===== src/rtl/core_csr_access.sv =====
// core_csr_access: CSR access sequencer between execute and the CSR file / timer.
// Handles one READ/WRITE/SET/CLEAR request at a time. The response (old value)
// comes 3 cycles after accept. 64-bit timer reads are split into two 32-bit halves.
// Optional feature: define CORE_CSR_TIME_SNAPSHOT_EN so that a timer-low read
// latches the high half. The next timer-high read then returns that latched
// value, which gives a consistent 64-bit read even if the low half carries.
// TIMER_W must equal 2*CSR_WIDTH.
//
// state | meaning
// IDLE  | ready for a request; csr_addr driven to 0
// READ  | csr_addr presented, old value captured
// WRITE | new value driven, csr_we when legal and modifying
// RESP  | one-cycle response pulse with old value / error
module core_csr_access #(
  parameter int CSR_WIDTH = 32,
  parameter int CSR_AW    = 5,
  parameter int TIMER_W   = 64
) (
  input  logic                 clk,
  input  logic                 rst,
  input  logic                 req_valid,
  output logic                 req_ready,
  input  logic [1:0]           req_op,
  input  logic [1:0]           req_tsel,
  input  logic [CSR_AW-1:0]    req_addr,
  input  logic [CSR_WIDTH-1:0] req_wdata,
  output logic                 resp_valid,
  output logic [CSR_WIDTH-1:0] resp_rdata,
  output logic                 resp_err,
  output logic [CSR_AW-1:0]    csr_addr,
  input  logic [CSR_WIDTH-1:0] csr_rd_data,
  output logic                 csr_we,
  output logic [CSR_WIDTH-1:0] csr_wdata,
  input  logic [TIMER_W-1:0]   time_in
);

  localparam logic [1:0] OP_READ  = 2'b00;
  localparam logic [1:0] OP_WRITE = 2'b01;
  localparam logic [1:0] OP_SET   = 2'b10;
  localparam logic [1:0] OP_CLEAR = 2'b11;

  localparam logic [1:0] TS_CSR = 2'b00;
  localparam logic [1:0] TS_LO  = 2'b01;
  localparam logic [1:0] TS_HI  = 2'b10;
  localparam logic [1:0] TS_ILL = 2'b11;

  typedef enum logic [1:0] {
    IDLE  = 2'b00,
    READ  = 2'b01,
    WRITE = 2'b10,
    RESP  = 2'b11
  } state_t;

  state_t                 state_q, state_d;
  logic [1:0]             op_q, tsel_q;
  logic [CSR_AW-1:0]      addr_q;
  logic [CSR_WIDTH-1:0]   wdata_q;
  logic [CSR_WIDTH-1:0]   old_q;
  logic [CSR_WIDTH-1:0]   new_val;
  logic [CSR_WIDTH-1:0]   timer_hi;
  logic [CSR_AW-1:0]      csr_addr_q;
  logic                   accept;
  logic                   wdata_nz;
  logic                   modifies;
  logic                   err;
  logic                   we_ok;

  assign accept   = req_valid && req_ready;
  assign wdata_nz = |wdata_q;

  // SET/CLEAR with a zero operand is a pure read and is legal on the timer.
  assign modifies = (op_q == OP_WRITE) || (op_q[1] && wdata_nz);
  assign err      = (tsel_q == TS_ILL) || ((tsel_q != TS_CSR) && modifies);
  assign we_ok    = (tsel_q == TS_CSR) && modifies;
  assign csr_addr = csr_addr_q;

  // New value from the captured old value and operand.
  always_comb begin
    new_val = old_q;
    case (op_q)
      OP_WRITE: new_val = wdata_q;
      OP_SET:   new_val = old_q | wdata_q;
      OP_CLEAR: new_val = old_q & ~wdata_q;
      default:  new_val = old_q;
    endcase
  end

`ifdef CORE_CSR_TIME_SNAPSHOT_EN
  logic [CSR_WIDTH-1:0] snap_q;
  logic                 snap_valid_q;

  // A legal low read latches the high half. A legal high read consumes the snapshot.
  always_ff @(posedge clk or posedge rst) begin
    if (rst) begin
      snap_q       <= '0;
      snap_valid_q <= 1'b0;
    end else if (state_q == READ && !err) begin
      if (tsel_q == TS_LO) begin
        snap_q       <= time_in[TIMER_W-1:CSR_WIDTH];
        snap_valid_q <= 1'b1;
      end else if (tsel_q == TS_HI) begin
        snap_valid_q <= 1'b0;
      end
    end
  end

  assign timer_hi = snap_valid_q ? snap_q : time_in[TIMER_W-1:CSR_WIDTH];
`else
  assign timer_hi = time_in[TIMER_W-1:CSR_WIDTH];
`endif

  // Request capture on accept.
  always_ff @(posedge clk or posedge rst) begin
    if (rst) begin
      op_q    <= OP_READ;
      tsel_q  <= TS_CSR;
      addr_q  <= '0;
      wdata_q <= '0;
    end else if (accept) begin
      op_q    <= req_op;
      tsel_q  <= req_tsel;
      addr_q  <= req_addr;
      wdata_q <= req_wdata;
    end
  end

  // Registered CSR address: valid across READ and WRITE, zero otherwise.
  always_ff @(posedge clk or posedge rst) begin
    if (rst) begin
      csr_addr_q <= '0;
    end else if (accept) begin
      csr_addr_q <= req_addr;
    end else if (state_q == WRITE) begin
      csr_addr_q <= '0;
    end
  end

  // Old-value capture in READ from the selected source.
  always_ff @(posedge clk or posedge rst) begin
    if (rst) begin
      old_q <= '0;
    end else if (state_q == READ) begin
      case (tsel_q)
        TS_CSR:  old_q <= csr_rd_data;
        TS_LO:   old_q <= time_in[CSR_WIDTH-1:0];
        TS_HI:   old_q <= timer_hi;
        default: old_q <= '0;
      endcase
    end
  end

  // State register.
  always_ff @(posedge clk or posedge rst) begin
    if (rst) state_q <= IDLE;
    else     state_q <= state_d;
  end

  // Next state and decoded outputs.
  always_comb begin
    state_d    = state_q;
    req_ready  = 1'b0;
    csr_we     = 1'b0;
    csr_wdata  = '0;
    resp_valid = 1'b0;
    resp_err   = 1'b0;
    resp_rdata = '0;
    case (state_q)
      IDLE: begin
        req_ready = 1'b1;
        if (req_valid) state_d = READ;
      end
      READ: begin
        state_d = WRITE;
      end
      WRITE: begin
        csr_we    = we_ok;
        csr_wdata = new_val;
        state_d   = RESP;
      end
      RESP: begin
        resp_valid = 1'b1;
        resp_err   = err;
        resp_rdata = err ? '0 : old_q;
        state_d    = IDLE;
      end
      default: state_d = IDLE;
    endcase
  end

endmodule

===== config.mk =====
export PLATFORM = sky130hd
export DESIGN_NAME = core_csr_access
export DESIGN_NICKNAME = d
export VERILOG_FILES = /design/src/rtl/core_csr_access.sv
export SDC_FILE = /design/constraint.sdc
export NUM_CORES = 1
export LEC_CHECK = 0
export ABC_AREA = 1
export CAP_MARGIN = 5
export CORE_MARGIN = 8
export CORE_UTILIZATION = 43
export CTS_CLUSTER_DIAMETER = 120
export DETAILED_ROUTE_END_ITERATION = 16
export PLACE_DENSITY = 0.81
export SKIP_CTS_REPAIR_TIMING = 1
export SYNTH_ARGS = -nofsm -noshare
export SYNTH_HDL_FRONTEND = slang
export SYNTH_SLANG_ARGS = --single-unit

===== constraint.sdc =====
create_clock -name clk -period 2.6 [get_ports clk]
set_clock_uncertainty 0.15 [all_clocks]
set_input_delay 0.26 -clock clk [delete_from_list [all_inputs] [get_ports clk]]
set_output_delay 0.26 -clock clk [all_outputs]
set_load 0.02 [all_outputs]

==> results of run 1 <==
==> state kept, by name (all words and copies together) (netlist names) <==
| name | count |
|---|---|
| csr_addr | 5 |
| state_q | 2 |
| tsel_q | 2 |
| op_q | 2 |
| wdata_q | 32 |
| old_q | 32 |
==> worst paths after layout <==
path | slack (ns) | cells past startpoint | endpoint
min reg2reg | 0.36 | 2 | csr_addr[2]$_DFFE_PP0P_
min | 0.14 | 2 | old_q[4]$_DFFE_PP0N_
max in group asynchronous | 1.42 | 3 | op_q[1]$_DFFE_PP0P_
max reg2reg | 0.58 | 5 | wdata_q[23]$_DFFE_PP0P_
max | 0.12 | 10 | resp_rdata[30]
min in group clk | 0.33 | 3 | csr_addr[4]$_DFFE_PP0P_
==> area by class of cell <==
type	count	area, sq um
Fill cell	885	3490
Multi-Input combinational cell	453	2650
Timing Repair Buffer	240	2560
Sequential cell	75	1880
Clock buffer	9	225
Inverter	49	191
Tap cell	143	179
Clock inverter	7	98.8
Timing Repair inverter	1	7.51
==> routing by layer <==
metal / vias up / part of all wire (%) / global-route usage [%] / routed length, um
met1: 2434 / 39 / 27.2 / 7020
met5: - / 0 / 0 / 0
met3: 31 / 6.5 / 4.97 / 1170
li1: 2439 / - / - / -
met2: 176 / 52 / 40.6 / 9280
met4: 0 / 2.7 / 9.44 / 493
==> power by group <==
| part | internal, mW | total, mW | switching (mW) |
|---|---|---|---|
| clock network | 0.847 | 1.35 | 0.507 |
| registers | 1.70 | 2.22 | 0.526 |
| logic | 2.06 | 4.78 | 2.71 |
==> metrics by stage <==
stage	util, %	hold WS, ns	area [sq um]
floorplan	-	0.255	4910
global placement	64.4	0.338	7260
detailed placement	64.4	0.346	7260
CTS	67.3	0.162	7580
global route	69.1	0.191	7780
finish	69.1	0.137	7780
==> cell families after synthesis <==
family | after synthesis | share of synthesized area (%)
simple gates | 326 | 31.9
compound gates | 77 | 10.1
flops | 75 | 38.2
fa+ha+maj | 4 | 1.02
buf+inv | 89 | 8.16
mux | 46 | 10.6
==> cell usage after synthesis <==
library cell	n	area, sq um
inv_4	1	6.26
a211oi_1	1	7.51
o311ai_0	9	78.8
nor2_2	3	18.8
nand3_1	57	285
nor2_1	29	109
clkbuf_1	27	101
nand3_4	1	17.5
buf_12	3	60.1
mux2_2	46	518
o211ai_1	18	135
or2_0	2	12.5
inv_1	48	180
nand2_4	1	11.3
nand2_1	199	747
nor2_4	30	338
ha_1	4	50.1
dfrtp_1	75	1880
buf_4	1	7.51
nand2_2	2	12.5
buf_2	9	45.0
a22oi_1	2	15.0
a21oi_1	23	115
nand4_1	2	12.5
o311ai_1	7	61.3
o21ai_0	17	85.1
==> flow_summary.toml, run 1 <==
[timing]
fin_crit_sh_pct = 95.3
tns_ns = 0
period_needed_ns = 2.48
setup_viol_count_final = 0
grt_setup_unrepaired = "no"
clock.fmax_ghz = 0.404
relSlewSlack_pct = 38.4
final.setup.worst_slack_ns = 0.123
tightest_slew_ns = 0.922
final_max_slew_viol_count = 0
hold_viol = 0

[setup_path]
critPathMaxFanout = 11
cp-end-kind = "output port"
crit_arrival_ns = 2.07
cpPeakStageDelay_ns = 0.40
start_kind = "flip-flop"
worstPathRequired_ns = 2.19
path_cells = "or2_0, nor2_1, nand2_1, nor2_2, nand2_2, nand3_4, nand2_4, buf_12, nor2_4, dlymetal6s2s_1"
setup.worst_path.start = "wdata_q[20]$_DFFE_PP0P_"
critPathSlowestCell = "dfrtp_1"
r2r_start = "state_q[0]$_DFFE_PP0P_"
path_class = "flip-flop to output port"
cp_top_family = "simple AND/OR/NAND/NOR gates"
critPathBufInv = 2

[layout]
final_common_cell = "nand2_1"
area_delta_synth_final_pct = 58.6
final_cell_mix = "nand2_1 (198), clkdlybuf4s50_1 (146), dfrtp_1 (74), dlymetal6s2s_1 (66), nand3_1 (57)"
nets = 973
drive_gt1_share_pct = 16.3
final_cell_count_no_fill = 977
diodes = 0

[placement]
place_congestion = 0.903
dp_hpwl_um = 13900
pre_cts_ws_ns = 0.113
place_inst = 958
io_buffers = 212

[routing]
viasPerCell = 5.20
wl_per_cell_um = 18.4
drc = 0
ant_nets = 0
drt-pass1-iter-count = 5
routed_wl_um = 18000
drt_iter0_markers = 360
dr_total_vias = 5080

[clock_tree]
cts_tree = "done"
cts_max_path_buffers = 2
clock_latency_ns = 0.33
clkSlewWorstSetupHoldPaths_ns = 0.06
root_buffer = "clkbuf_16"
htree_num_levels = 3
cts_made_buffers = 9
cts_num_sinks = 75

[floorplanning]
start_util_pct = 43.5
die_width_um = 123
rows = 39
die_h_um = 123
ioPinCount = 213
die_area_sq_mm = 0.0151
core_region_area_sq_mm = 0.0113

[yosys]
ys_warn_count = 0
syn_area_sq_mm = 0.00491
ys_ff_latch = 75
ys_seq_area_share_pct = 38.2
synth_cell_types = 26
syn-num-nets = 761
synthCells = 617
avgSynthCellArea_sq_um = 7.95

[global_route]
grtUsageTotal_pct = 23.2
first_global_vias = 5220
grt_overflow = 0
grt_start_max_net_pins = 35
grt_first_pass_wirelength_um = 27200
antenna_found_initial = 0

[worst_hold_path]
hold_path.class = "input port to async pin"

[power]
leakagePower_nw = 4.39
powerDensity_mw_per_mm2 = 1070
finalPower_mw = 8.35
peakVddDrop_mv = 0.765

[flow_run]
cap_violations = 0

[run_status]
status = "complete, no violations"
Power figures use the tool's default switching activity.
==> run 2: changes to the inputs <==
Settings changed: CORE_UTILIZATION 43 to 25, PLACE_DENSITY 0.81 to default.
==> flow_summary.toml, run 2 (same netlist as run 1, synthesis figures left out) <==
[setup_path]
worstPathRequired_ns = 2.19
r2r-end = "wdata_q[4]$_DFFE_PP0P_"
cp-end-kind = "output port"
path_class = "flip-flop to output port"
rrSetupSlack_ns = 0.76
ff2ff_path_depth = 5
r2r_start = "state_q[0]$_DFFE_PP0P_"
start_kind = "flip-flop"
setup.worst_path.start = "op_q[1]$_DFFE_PP0P_"
crit_end = "csr_wdata[9]"
crit_arrival_ns = 2.21
critPathMaxFanout = 18

[layout]
regArea_sq_mm = 0.00188
diodes = 0
area_delta_synth_final_pct = 58.3
final_cell_count_no_fill = 1096
nets = 970
drive_gt1_share_pct = 18.1
multi_input_area_sq_mm = 0.00264
nFillCells = 2004
final_common_cell = "nand2_1"
final_cell_mix = "nand2_1 (197), clkdlybuf4s50_1 (155), dfrtp_1 (74), nand3_1 (57)"

[clock_tree]
root_buffer = "clkbuf_16"
cts_num_sinks = 75
clock_latency_ns = 0.34
clkSlewWorstSetupHoldPaths_ns = 0.06
cts_made_buffers = 9
htree_num_levels = 3
cts_max_path_buffers = 2
cts_tree = "done"

[timing]
period_needed_ns = 2.62
fin_crit_sh_pct = 101
final_max_slew_viol_count = 0
setup_viol_count_final = 2
tightest_slew_ns = 0.625
clock.fmax_ghz = 0.382
grt_setup_unrepaired = "yes"
relSlewSlack_pct = 58.3
final.setup.worst_slack_ns = -0.0185
hold_viol = 0

[flow_run]
cap_violations = 0

[power]
powerDensity_mw_per_mm2 = 1070
peakVddDrop_mv = 0.752
finalPower_mw = 8.29
leakagePower_nw = 3.93

[global_route]
grt_overflow = 0
first_global_vias = 4887
grt_first_pass_wirelength_um = 28000
antenna_found_initial = 0
grt_start_max_net_pins = 35
grtUsageTotal_pct = 15.1

[routing]
drt_iter0_markers = 296
viasPerCell = 4.45
ant_nets = 0
dr_total_vias = 4877
routed_wl_um = 18500
wl_per_cell_um = 16.9
drc = 0
drt-pass1-iter-count = 4

[run_status]
violations = "negative setup slack"
status = "complete, but fails checks"

[placement]
dp_hpwl_um = 14400
io_buffers = 212
place_inst = 1079
place_congestion = 0.784

[floorplanning]
die_h_um = 156
die_area_sq_mm = 0.0244
start_util_pct = 25.4
rows = 51
die_width_um = 156
ioPinCount = 213
core_region_area_sq_mm = 0.0193

[worst_hold_path]
hold_path.class = "input port to async pin"
==> run 2: per-layer routing <==
| metal | vias to the layer above | global-route usage, % | wire length [um] | part of all wire (%) |
|---|---|---|---|---|
| met5 | - | 0 | 0 | 0 |
| met4 | 0 | 5.03 | 331 | 1.8 |
| met3 | 17 | 4.04 | 1200 | 6.5 |
| met2 | 153 | 26.0 | 9300 | 50 |
| met1 | 2265 | 17.7 | 7700 | 42 |
| li1 | 2442 | - | - | - |
==> run 2: metrics by stage <==
step | setup slack [ns] | utilization [%] | cell area (sq um) | hold slack (ns) | setup TNS (ns)
final | -0.0185 | 40.2 | 7770 | 0.102 | -0.0345
after global routing | -0.133 | 40.2 | 7770 | 0.121 | -0.903
after CTS | -0.294 | 39.9 | 7720 | 0.109 | -9.40
after detailed placement | 0.0905 | 38.3 | 7410 | 0.337 | 0
after global placement | 0.133 | 38.3 | 7410 | 0.344 | 0
after floorplan | 0.280 | - | 4910 | 0.255 | 0
==> run 2: final cells by class <==
type,count,share of cell area (%)
timing repair buffer,238,31.0
sequential,75,24.2
clock buffer,9,2.90
inverter,49,2.46
clock inverter,7,1.19
multi-input combinational,453,34.0
tap,265,4.27
==> run 2: worst min path at each step <==
stage                       startpoint                 endpoint  slack (ns)
6_report                           rst     old_q[0]$_DFFE_PP0N_        0.10
3_3_place_gp   csr_addr[0]$_DFFE_PP0P_  csr_addr[0]$_DFFE_PP0P_        0.34
5_1_grt                            rst     old_q[0]$_DFFE_PP0N_        0.12
3_5_place_dp   csr_addr[2]$_DFFE_PP0P_  csr_addr[2]$_DFFE_PP0P_        0.34
2_1_floorplan                req_valid  csr_addr[4]$_DFFE_PP0P_        0.25
4_1_cts                            rst     old_q[0]$_DFFE_PP0N_        0.11
==> run 2: critical path, cell delays in order, from the launching register on <==
cell and delay (ns):
dfrtp_2 0.41, inv_1 0.08, buf_4 0.20, o311ai_0 0.34, o211ai_1 0.14, inv_1 0.08
clkdlybuf4s50_1 0.60
==> run 2: power by group <==
part | internal (mW) | total (mW) | switching, mW
combinational | 2.06 | 4.76 | 2.71
sequential | 1.70 | 2.18 | 0.480
clock | 0.837 | 1.35 | 0.514
==> run 3: changes to the inputs <==
Settings changed: CTS_CLUSTER_SIZE from default to 10.
==> results of run 3 <==
Same layout as run 2: the final DEF is identical, and so are final timing and power.
